[config.mk]
export PLATFORM = sky130hd
export DESIGN_NAME = multicycle_control
export DESIGN_NICKNAME = d
export VERILOG_FILES = /design/src/rtl/multicycle_control.sv
export SDC_FILE = /design/constraint.sdc
export NUM_CORES = 1
export LEC_CHECK = 0
export ABC_AREA = 0
export CAP_MARGIN = 20
export CORE_MARGIN = 1.5
export CORE_UTILIZATION = 50
export DETAILED_ROUTE_END_ITERATION = 10
export PLACE_DENSITY = 0.84
export SETUP_SLACK_MARGIN = 0.3
export SYNTH_ARGS = -nofsm -noshare
export SYNTH_HDL_FRONTEND = slang
export SYNTH_SLANG_ARGS = --single-unit
[constraint.sdc]
create_clock -name clk -period 5.1 [get_ports clk]
set_input_delay 1.02 -clock clk [delete_from_list [all_inputs] [get_ports clk]]
set_output_delay 1.02 -clock clk [all_outputs]
set_load 0.005 [all_outputs]
[src/rtl/multicycle_control.sv]
// Multicycle control FSM for the RISC lab core.
// Sequences IF/ID/EX/MEM/WB for the instruction held in the IR, drives the ALU
// operation and datapath enables, and counts retired instructions.
module multicycle_control #(
    parameter int CNT_W       = 32,
    parameter int MEM_TIMEOUT = 255
) (
    input  logic             clk,
    input  logic             rst,
    input  logic [31:0]      instr,
    input  logic             zero,
    input  logic             mem_ready,
    output logic [3:0]       alu_op,
    output logic             alu_src,
    output logic             ir_write,
    output logic             reg_write,
    output logic             mem_to_reg,
    output logic             mem_read,
    output logic             mem_write,
    output logic             pc_write,
    output logic             pc_src,
    output logic             illegal,
    output logic             mem_err,
    output logic [CNT_W-1:0] instr_count
);

    localparam logic [3:0] OP_AND = 4'b0000;
    localparam logic [3:0] OP_OR  = 4'b0001;
    localparam logic [3:0] OP_ADD = 4'b0010;
    localparam logic [3:0] OP_SUB = 4'b0110;
    localparam logic [3:0] OP_LT  = 4'b0111;
    localparam logic [3:0] OP_SRL = 4'b1000;
    localparam logic [3:0] OP_SLL = 4'b1001;
    localparam logic [3:0] OP_SRA = 4'b1010;
    localparam logic [3:0] OP_XOR = 4'b1101;

    // Wait counter must be able to hold MEM_TIMEOUT itself.
    localparam int WAIT_W = (MEM_TIMEOUT < 1) ? 1 : $clog2(MEM_TIMEOUT + 1);

    typedef enum logic [2:0] {
        st_if  = 3'd0,
        st_id  = 3'd1,
        st_ex  = 3'd2,
        st_mem = 3'd3,
        st_wb  = 3'd4
    } state_t;

    state_t             state;
    state_t             state_next;
    logic [WAIT_W-1:0]  wait_cnt;
    logic [CNT_W-1:0]   count_q;
    logic               retire;
    logic               timeout;

    logic [6:0] opcode;
    logic [2:0] funct3;
    logic       f7b5;
    logic       is_r, is_i, is_lw, is_sw, is_beq, legal, alt;
    logic       unused_instr_bits;

    assign opcode = instr[6:0];
    assign funct3 = instr[14:12];
    assign f7b5   = instr[30];
    assign unused_instr_bits = ^{instr[31], instr[29:15], instr[11:7]};

    assign is_r   = (opcode == 7'b0110011);
    assign is_i   = (opcode == 7'b0010011);
    assign is_lw  = (opcode == 7'b0000011) && (funct3 == 3'b010);
    assign is_sw  = (opcode == 7'b0100011) && (funct3 == 3'b010);
    assign is_beq = (opcode == 7'b1100011) && (funct3 == 3'b000);
    assign legal  = ((is_r || is_i) && (funct3 != 3'b011)) || is_lw || is_sw || is_beq;

    // Immediate forms only use instr[30] as the SRAI selector; elsewhere it is immediate data.
    assign alt = f7b5 && (is_r || (funct3 == 3'b101));

    assign timeout = (MEM_TIMEOUT != 0) && (wait_cnt == WAIT_W'(MEM_TIMEOUT));

    assign instr_count = rst ? count_q : '0;

    function automatic logic [3:0] decode_alu_op(input logic [2:0] f3, input logic a);
        logic [3:0] op;
        case (f3)
            3'b000:  op = a ? OP_SUB : OP_ADD;
            3'b111:  op = OP_AND;
            3'b110:  op = OP_OR;
            3'b100:  op = OP_XOR;
            3'b010:  op = OP_LT;
            3'b001:  op = OP_SLL;
            3'b101:  op = a ? OP_SRA : OP_SRL;
            default: op = OP_ADD;
        endcase
        return op;
    endfunction

    // State register.
    always_ff @(posedge clk) begin
        if (!rst) state <= st_if;
        else      state <= state_next;
    end

    // Next-state decode.
    always_comb begin
        state_next = state;
        case (state)
            st_if:   state_next = st_id;
            st_id:   state_next = legal ? st_ex : st_if;
            st_ex: begin
                if (is_beq)              state_next = st_if;
                else if (is_lw || is_sw) state_next = st_mem;
                else                     state_next = st_wb;
            end
            st_mem: begin
                if (timeout)        state_next = st_if;
                else if (mem_ready) state_next = is_lw ? st_wb : st_if;
                else                state_next = st_mem;
            end
            st_wb:   state_next = st_if;
            default: state_next = st_if;
        endcase
    end

    // Control outputs per state; everything held at 0 while in reset.
    always_comb begin
        alu_op     = OP_ADD;
        alu_src    = 1'b0;
        ir_write   = 1'b0;
        reg_write  = 1'b0;
        mem_to_reg = 1'b0;
        mem_read   = 1'b0;
        mem_write  = 1'b0;
        pc_write   = 1'b0;
        pc_src     = 1'b0;
        illegal    = 1'b0;
        mem_err    = 1'b0;
        retire     = 1'b0;
        if (!rst) begin
            alu_op = 4'b0000;
        end else begin
            case (state)
                st_if: ir_write = 1'b1;
                st_id: begin
                    if (!legal) begin
                        illegal  = 1'b1;
                        pc_write = 1'b1;
                    end
                end
                st_ex: begin
                    if (is_beq) begin
                        alu_op   = OP_SUB;
                        pc_write = 1'b1;
                        pc_src   = zero;
                        retire   = 1'b1;
                    end else if (is_lw || is_sw) begin
                        alu_src = 1'b1;
                    end else begin
                        alu_op  = decode_alu_op(funct3, alt);
                        alu_src = is_i;
                    end
                end
                st_mem: begin
                    if (timeout) begin
                        mem_err  = 1'b1;
                        pc_write = 1'b1;
                    end else begin
                        mem_read  = is_lw;
                        mem_write = is_sw;
                        if (mem_ready && is_sw) begin
                            pc_write = 1'b1;
                            retire   = 1'b1;
                        end
                    end
                end
                st_wb: begin
                    reg_write  = 1'b1;
                    mem_to_reg = is_lw;
                    pc_write   = 1'b1;
                    retire     = 1'b1;
                end
                default: ;
            endcase
        end
    end

    // Memory wait counter: runs only while stalled in MEM, cleared otherwise.
    always_ff @(posedge clk) begin
        if (!rst)
            wait_cnt <= '0;
        else if (state == st_mem && !mem_ready && !timeout && MEM_TIMEOUT != 0)
            wait_cnt <= wait_cnt + 1'b1;
        else
            wait_cnt <= '0;
    end

    // Retired-instruction counter, wrapping naturally.
    always_ff @(posedge clk) begin
        if (!rst)        count_q <= '0;
        else if (retire) count_q <= count_q + 1'b1;
    end

endmodule

# Word level (Yosys, flattened, before mapping)
# Index checks and enable logic that the tools add are counted.
classes:
  addsub: 2
  eq_ne: 17
  n_mux: 48
  reduce_logical: 19
op_table:
  columns: ["op", "count"]
  rows:
  - ["32-bit by 1-bit adder with 32-bit output, second input constant", 1]
  - ["32-bit two-way mux", 1]
  - ["1-bit two-way mux", 31]
  - ["4-bit case mux with 7 select lines", 1]
  - ["3-bit two-way mux", 6]
  - ["4-bit two-way mux", 4]
  - ["3-bit == test, second input constant", 5]
  - ["7-bit by 6-bit == test with 1-bit output, second input constant", 2]
  - ["3-bit case mux with 4 select lines", 1]
  - ["3-bit by 2-bit == test with 1-bit output, second input constant", 3]
  - ["8-bit by 1-bit adder with 8-bit output, second input constant", 1]
  - ["8-bit == test, second input constant", 1]
  - ["1-bit logical AND", 8]
  - ["7-bit by 2-bit == test with 1-bit output, second input constant", 1]
  - ["7-bit by 5-bit == test with 1-bit output, second input constant", 1]
  - ["7-bit == test, second input constant", 1]
  - ["3-bit by 1-bit == test with 1-bit output, second input constant", 2]
  - ["3-bit zero test", 2]
  - ["1-bit logical OR", 6]
  - ["2-bit two-way mux", 2]
  - ["1-bit case mux with 4 select lines", 1]
  - ["3-bit by 2-bit inequality test with 1-bit output, second input constant", 1]
  - ["1-bit case mux with 3 select lines", 1]
  - ["1-bit zero test", 2]
  - ["2-bit AND reduction", 1]
word_totals:
  ff_bits: 43
  out_inout_bits: 46
  word_cells: 89

# Depth between registers and ports, before layout
# Gate-level depths: netlist of the first run.
logic_depth:
  depth_word: 9
  mapped_depth: 8
  mapped_depth_nobuf: 6

# Worst setup path after synthesis of the first run
# Ideal clock, no wire load.
synth_path:
  kind: "input to output"
  start: "input instr[12]"
  end: "output alu_op[1]"
  t_arrival_ns: 2.344
  setup_slack_ns: 1.736
  path_stages: 6
  cell_sequence: "buf_2 nor4_1 and4_1 clkbuf_1 or4_1 o31a_1"
synth_via:
  elab_chain_len: 9
  elab_cells_between_ends: 19
  classes_between: "eq/ne (6); mux (6); reduce/logical (7)"
synth_rtl:
  columns: ["item", "line_no", "rtl"]
  rows:
  - ["from (decl)", "10", "input logic [31:0] instr,"]
  - ["3-bit == test", "74, 82", null]
  - ["1-bit logical OR", "74", "assign alt = f7b5 && (is_r || (funct3 == 3'b101));"]
  - ["1-bit logical AND", "74", null]
  - ["2-bit two-way mux", "89", "3'b101: op = a ? OP_SRA : OP_SRL;"]
  - ["4-bit case mux with 7 select lines", "82", "case (f3)"]
  - ["4-bit two-way mux", "153", "end else if (is_lw || is_sw) begin"]
  - ["4-bit two-way mux (*)", "148", "if (is_beq) begin"]
  - ["4-bit two-way mux (*)", "139", "case (state)"]
  - ["4-bit two-way mux (*)", "136", "if (!rst) begin"]
  - ["to (decl)", "13", "output logic [3:0] alu_op,"]
# Mark *: on every way between the ends. The rest lies on a longest branch, timed or not.

# Worst setup path in the final report of the first run
layout_path:
  start: "input instr[14]"
  end: "output alu_op[1]"
# The elaborated chain is that of the path after synthesis.

==> impl_metrics.csv, run 1 <==
group,metric,value,unit
cts,cts_hold_buf,0,
synthesis,yosys.area_share.simple,35.4,%
power_and_ir_drop,cellLeakagePower,1.26,nW
cts,cts_setup_buffers,0,
synthesis,synth_nets,380,
sta,max_slew_margin,64.5,%
cts,cts_sinks,43,
die,core_region_area,0.00520,sq mm
power_and_ir_drop,seqPwrFrac,54.2,%
flow_run,drv_cap,0,
global_routing,grt_pass1_vias,2494,
synthesis,syn_area,0.00274,sq mm
synthesis,synth_edf_count,0,
sta,finClkSkew,9.16,ps
sta,final.min_clock_period,4470,ps
hold_path,min_to,"wait_cnt[0]$_SDFF_PN0_",
finish,layout-drive-gt1-share,12.2,%
power_and_ir_drop,comb_power_share,7.3,%
power_and_ir_drop,internal-power,0.480,mW
sta,setup-tns-final,0,ps
route,vias,2664,
synthesis,synth_top_family_by_area,"simple AND/OR/NAND/NOR gates",
global_routing,grt_max_degree,34,
hold_path,hold_depth,1,
synthesis,synth_flop_cell,"dfxtp_1",
synthesis,ys_seq_area_share,31.4,%
synthesis,synth-compound-area-share,12.9,%
global_routing,overflow,0,
run_status,outcome,"completed",
sta,fin_crit_sh,87.6,%
die,die_w,77.0,um
sta,drv_slew,0,
placed_design,dp_hpwl,4750,um
worst_setup_path,arrival,3450,ps
global_routing,grt_pass1_wl,11200,um
route,drc,0,
die,die_area,0.00593,sq mm
cts,clkLatencyLatePin,290,ps
worst_setup_path,end_kind,"output pin",
die,start_util,52.6,%
route,viasPerCell,5.77,
sta,rsz0062_at_grt,"false",
finish,diodes,0,
synthesis,synth.mux.area_fraction,12.3,%
die,ioPinCount,82,
route,wl_per_cell,14.5,um
synthesis,synth.ff_latch_count,43,
finish,finalNetCount,429,
cts,numCtsBuffers,5,
synthesis,async_flop_share,0,%
synthesis,syn_avg_cell_area,8.01,sq um
cts,cts-htree-levels,2,
hold_path,hp-start,"wait_cnt[0]$_SDFF_PN0_",
sta,final-setup-viol-count,0,
route,drt_wl_total,6700,um
worst_setup_path,cp-start-kind,"input pin",
route,first_pass_iters,4,
worst_setup_path,critPathKind,"input pin to output pin",
cts,clockBufferDepth,2,
die,num_rows,26,
sta,worst_pin_slew,526,ps
global_routing,grt_usage,22.7,%
worst_setup_path,rrSetupSlack,2360,ps
synthesis,ys_warn_count,0,
power_and_ir_drop,p_sw,0.143,mW
placed_design,port_buffers,60,
sta,fmax,224,MHz
die,fp.dieH,77.0,um
route,drtAntennaViolNets,0,
synthesis,synth_adder_area_share,0.914,%
synthesis,yosys.area_share.xor_xnor,2.24,%
worst_setup_path,rr_worst_depth,6,
finish,areaGrowthSynthToFinish,26.5,%
synthesis,syn_inst,342,
cts,cts_resized,0,
worst_setup_path,r2r-end,"count_q[8]$_SDFFE_PN0P_",
cts,cts_tree,"built",
sta,hold_viol,0,
worst_setup_path,crit_fanout,9,
power_and_ir_drop,fin_total_pwr,0.623,mW
power_and_ir_drop,p_clk_share,38.5,%
worst_setup_path,critPathRequiredTime,4080,ps
placed_design,place_congestion,0.802,
power_and_ir_drop,power.share.switching,22.9,%
synthesis,yosys.cell_types.count,44,
hold_path,min_path_type,"flop to flop",
cts,clk_pin_slew,80,ps
cts,root_buffer,"clkbuf_8",
power_and_ir_drop,power.density,180,mW/mm^2
power_and_ir_drop,vdd_drop_max,168,uV
route,drt_iter0_drc,206,
worst_setup_path,rr_startpoint,"state[0]$_SDFF_PN0_",
global_routing,antenna_found_initial,0,
## per-layer routing
layer | up-vias | part of all wire (%) | wire [um] | track usage, %
met3 | 6 | 4.6 | 307 | 3.57
met2 | 74 | 49 | 3300 | 39.1
met1 | 1255 | 45 | 3040 | 29.5
met4 | 0 | 0.79 | 53 | 6.18
li1 | 1329 | - | - | -
met5 | - | 0 | 0 | 0
## cell families after synthesis
group / Yosys count
simple gates: 179
buf+inv: 30
xor+xnor: 7
mux: 30
compound gates: 51
flops: 43
fa+ha+maj: 2
## critical path: stages
cell             delay, ps
clkdlybuf4s50_1        550
or4b_4                 640
nor3_1                 390
or4_1                  200
o31a_1                 140
clkdlybuf4s50_1        500
## metrics by stage
stage | hold WS, ps | util (%) | setup slack, ps | cell area [sq um] | instances
2_1_floorplan | 430 | - | 1740 | 2740 | 342
4_1_cts | 495 | 66.6 | 683 | 3470 | 462
3_5_place_dp | 475 | 64.6 | 681 | 3360 | 454
6_report | 484 | 66.6 | 634 | 3470 | 462
3_3_place_gp | 443 | 64.6 | 710 | 3360 | 454
5_1_grt | 512 | 66.6 | 512 | 3470 | 462
## power groups by stage
stage / clock network (mW) / logic (mW) / registers (mW)
global route: 0.261 / 0.0505 / 0.338
floorplan: 0 / 0.0249 / 0.344
global placement: 0 / 0.0434 / 0.345
finish: 0.240 / 0.0455 / 0.337
detailed placement: 0 / 0.0450 / 0.345
CTS: 0.246 / 0.0451 / 0.337
## registers in the layout, summed over array words and instances (netlist names)
register,flops
wait_cnt,8
state,3
count_q,32
## final cells by class
class | count | area, sq um
multi-input combinational | 269 | 1750
fill | 464 | 1740
sequential | 43 | 861
timing repair buffer | 65 | 638
clock buffer | 7 | 96.3
tap | 70 | 87.6
inverter | 7 | 26.3
clock inverter | 1 | 7.51
## worst max path at each step
| stage | to | slack, ps | from | cells past startpoint |
|---|---|---|---|---|
| 5_1_grt | alu_op[1] | 510 | instr[14] | 6 |
| 6_report | alu_op[1] | 630 | instr[14] | 6 |
| 3_5_place_dp | alu_op[1] | 680 | instr[14] | 6 |
| 2_1_floorplan | alu_op[1] | 1740 | instr[12] | 6 |
| 3_3_place_gp | alu_op[1] | 710 | instr[14] | 6 |
| 4_1_cts | alu_op[1] | 680 | instr[14] | 6 |
## synthesized netlist by cell type, types with 5 or more instances
cell	count	area share, %
nor2_1	54	7.4
dfxtp_1	43	31
and2_1	31	7.1
a21oi_1	25	4.6
mux2_2	25	10
nand3_1	21	3.8
clkbuf_1	15	2.1
nand2_1	14	1.9
and3_1	10	2.3
nand4_1	10	2.3
nor3_1	9	1.6
and4_1	8	2.6
inv_1	6	0.82
nand2b_1	6	1.4
a2111oi_2	5	2.7
a211oi_1	5	1.4
mux2_1	5	2.1
o21ai_0	5	0.91
## cells in the final DEF (no fill, tap or decap), types with 3 or more instances in the layout
cell and count:
nand2b_1 6, and2_1 31, a211oi_1 5, xor2_1 4, and3_1 10, o21ai_0 5
dfxtp_1 43, nor4_1 4, a2111oi_0 3, xnor2_1 3, clkbuf_8 7, and4_1 8
nand2_1 14, a2111oi_2 5, nand3_1 21, mux2_1 5, nor3_1 9, clkdlybuf4s50_1 60
buf_4 5, nor2_1 54, nand4_1 10, mux2_2 25, a21oi_1 24, inv_1 6
(Power assumes the default switching activity.)
==> run 2: changes to the inputs <==
--- a/config.mk
+++ b/config.mk
@@ -12,6 +12,7 @@
 export DETAILED_ROUTE_END_ITERATION = 10
 export PLACE_DENSITY = 0.84
 export SETUP_SLACK_MARGIN = 0.3
+export SKIP_LAST_GASP = 1
 export SYNTH_ARGS = -nofsm -noshare
 export SYNTH_HDL_FRONTEND = slang
 export SYNTH_SLANG_ARGS = --single-unit
==> constraint.sdc (replaced) <==
create_clock -name clk -period 5.1 [get_ports clk]
set_input_delay 1.02 -clock clk [delete_from_list [all_inputs] [get_ports clk]]
set_output_delay 1.02 -clock clk [all_outputs]
set_load 0.05 [all_outputs]
==> impl_metrics.csv, run 2 (same netlist as run 1, synthesis figures left out) <==
group,metric,value,unit
run_status,outcome,"completed",
finish,regMostFlops,"count_q",
cts,cts_setup_buffers,0,
route,wl_per_cell,14.9,um
cts,cts-htree-levels,2,
worst_setup_path,critPathRequiredTime,4080,ps
route,vias,2703,
finish,areaGrowthSynthToFinish,26.5,%
worst_setup_path,rrSetupSlack,2130,ps
route,drt_wl_total,6860,um
die,core_region_area,0.00520,sq mm
worst_setup_path,endpoint,"mem_write",
worst_setup_path,rr_startpoint,"state[0]$_SDFF_PN0_",
global_routing,overflow,0,
die,ioPinCount,82,
finish,layout-drive-gt1-share,12.5,%
finish,largest_register_ffs,32,
worst_setup_path,end_kind,"output pin",
finish,layout_common_cells,"55 x clkdlybuf4s50_1, 54 x nor2_1, 43 x dfxtp_1",
sta,final-setup-viol-count,0,
route,viasPerCell,5.86,
worst_setup_path,setup.worst_path.start,"instr[13]",
finish,n_fill_cell,468,
sta,max_slew_margin,57.6,%
die,die_w,77.0,um
cts,root_buffer,"clkbuf_8",
die,fp.dieH,77.0,um
sta,fin_crit_sh,91.8,%
placed_design,place_congestion,0.809,
global_routing,antenna_found_initial,0,
route,drtAntennaViolNets,0,
finish,finalNetCount,429,
route,first_pass_iters,4,
worst_setup_path,crit_fanout,9,
power_and_ir_drop,cellLeakagePower,1.29,nW
route,drc,0,
sta,setup-tns-final,0,ps
route,drt_iter0_drc,281,
hold_path,min_path_type,"flop to flop",
placed_design,dp_cells,454,
cts,cts_tree,"built",
power_and_ir_drop,power.density,186,mW/mm^2
flow_run,drv_cap,0,
cts,cts_hold_buf,0,
worst_setup_path,cp-start-kind,"input pin",
global_routing,grt_pass1_vias,2458,
worst_setup_path,rr_worst_depth,6,
cts,cts_resized,0,
sta,hold_viol,0,
finish,layout_commonest_cell,"clkdlybuf4s50_1",
placed_design,port_buffers,60,
cts,clockBufferDepth,2,
sta,fmax,214,MHz
cts,numCtsBuffers,5,
cts,cts_sinks,43,
sta,final.min_clock_period,4680,ps
cts,clk_pin_slew,80,ps
cts,clkLatencyLatePin,290,ps
global_routing,grt_max_degree,39,
finish,top_regs,"count_q (32), wait_cnt (8), state (3)",
sta,rsz0062_at_grt,"false",
die,die_area,0.00593,sq mm
worst_setup_path,r2r-end,"count_q[23]$_SDFFE_PN0P_",
sta,finClkSkew,5.62,ps
die,num_rows,26,
placed_design,dp_hpwl,4870,um
sta,drv_slew,0,
finish,finalNonFillerCells,461,
worst_setup_path,critPathKind,"input pin to output pin",
finish,diodes,0,
finish,multi_input_area,0.00175,sq mm
hold_path,hold_depth,1,
global_routing,grt_pass1_wl,11700,um
global_routing,grt_usage,23.9,%
finish,seqCellArea,861,sq um
sta,worst_pin_slew,635,ps
worst_setup_path,arrival,3660,ps
die,start_util,52.6,%
power_and_ir_drop,vdd_drop_max,179,uV
==> run 2: through the flow <==
stage                     util [%]  power (mW)  area, sq um  setup slack, ps  hold slack, ps
after floorplan                  -       0.375         2740              592             430
after global placement        64.5       0.395         3360              407             444
after detailed placement      64.5       0.397         3360              409             457
after CTS                     66.4       0.649         3460              405             475
after global routing          66.5       0.669         3460              306             493
final                         66.5       0.645         3460              417             469
==> run 2: worst min-delay path by stage <==
stage                                      start                     end  slack, ps
after floorplan           wait_cnt[0]$_SDFF_PN0_  wait_cnt[0]$_SDFF_PN0_        430
after global placement    wait_cnt[0]$_SDFF_PN0_  wait_cnt[0]$_SDFF_PN0_        440
after detailed placement  wait_cnt[0]$_SDFF_PN0_  wait_cnt[0]$_SDFF_PN0_        460
after CTS                 wait_cnt[0]$_SDFF_PN0_  wait_cnt[0]$_SDFF_PN0_        480
after global routing      wait_cnt[0]$_SDFF_PN0_  wait_cnt[0]$_SDFF_PN0_        490
final                     wait_cnt[0]$_SDFF_PN0_  wait_cnt[0]$_SDFF_PN0_        470
==> run 2: cell type report <==
| class | instances | area share, % |
|---|---|---|
| Multi-Input combinational cell | 269 | 50.5 |
| Timing Repair Buffer | 65 | 18.4 |
| Tap cell | 70 | 2.53 |
| Sequential cell | 43 | 24.9 |
| Clock inverter | 1 | 0.867 |
| Inverter | 7 | 0.759 |
| Clock buffer | 6 | 2.10 |
==> run 2: layer usage <==
layer  routed length (um)  global-route usage (%)  vias to the layer above
li1                     -                       -                     1332
met1                 3060                    31.7                     1289
met2                 3370                    39.8                       75
met3                  385                    3.81                        7
met4                   53                    7.27                        0
met5                    0                       0                        -
==> run 2: worst max-delay path, stage by stage <==
cell	delay (ps)
clkdlybuf4s50_1	640
or4b_4	550
nor3_1	390
and4_1	260
clkdlybuf4s50_1	810
==> run 2: report_power, final <==
group / total [mW] / internal (mW) / leakage [nW] / switching, mW
combinational: 0.0517 / 0.0209 / 0.889 / 0.0308
clock: 0.255 / 0.144 / 0.0513 / 0.112
sequential: 0.337 / 0.336 / 0.346 / 0.00144
total: 0.645 / 0.500 / 1.29 / 0.144
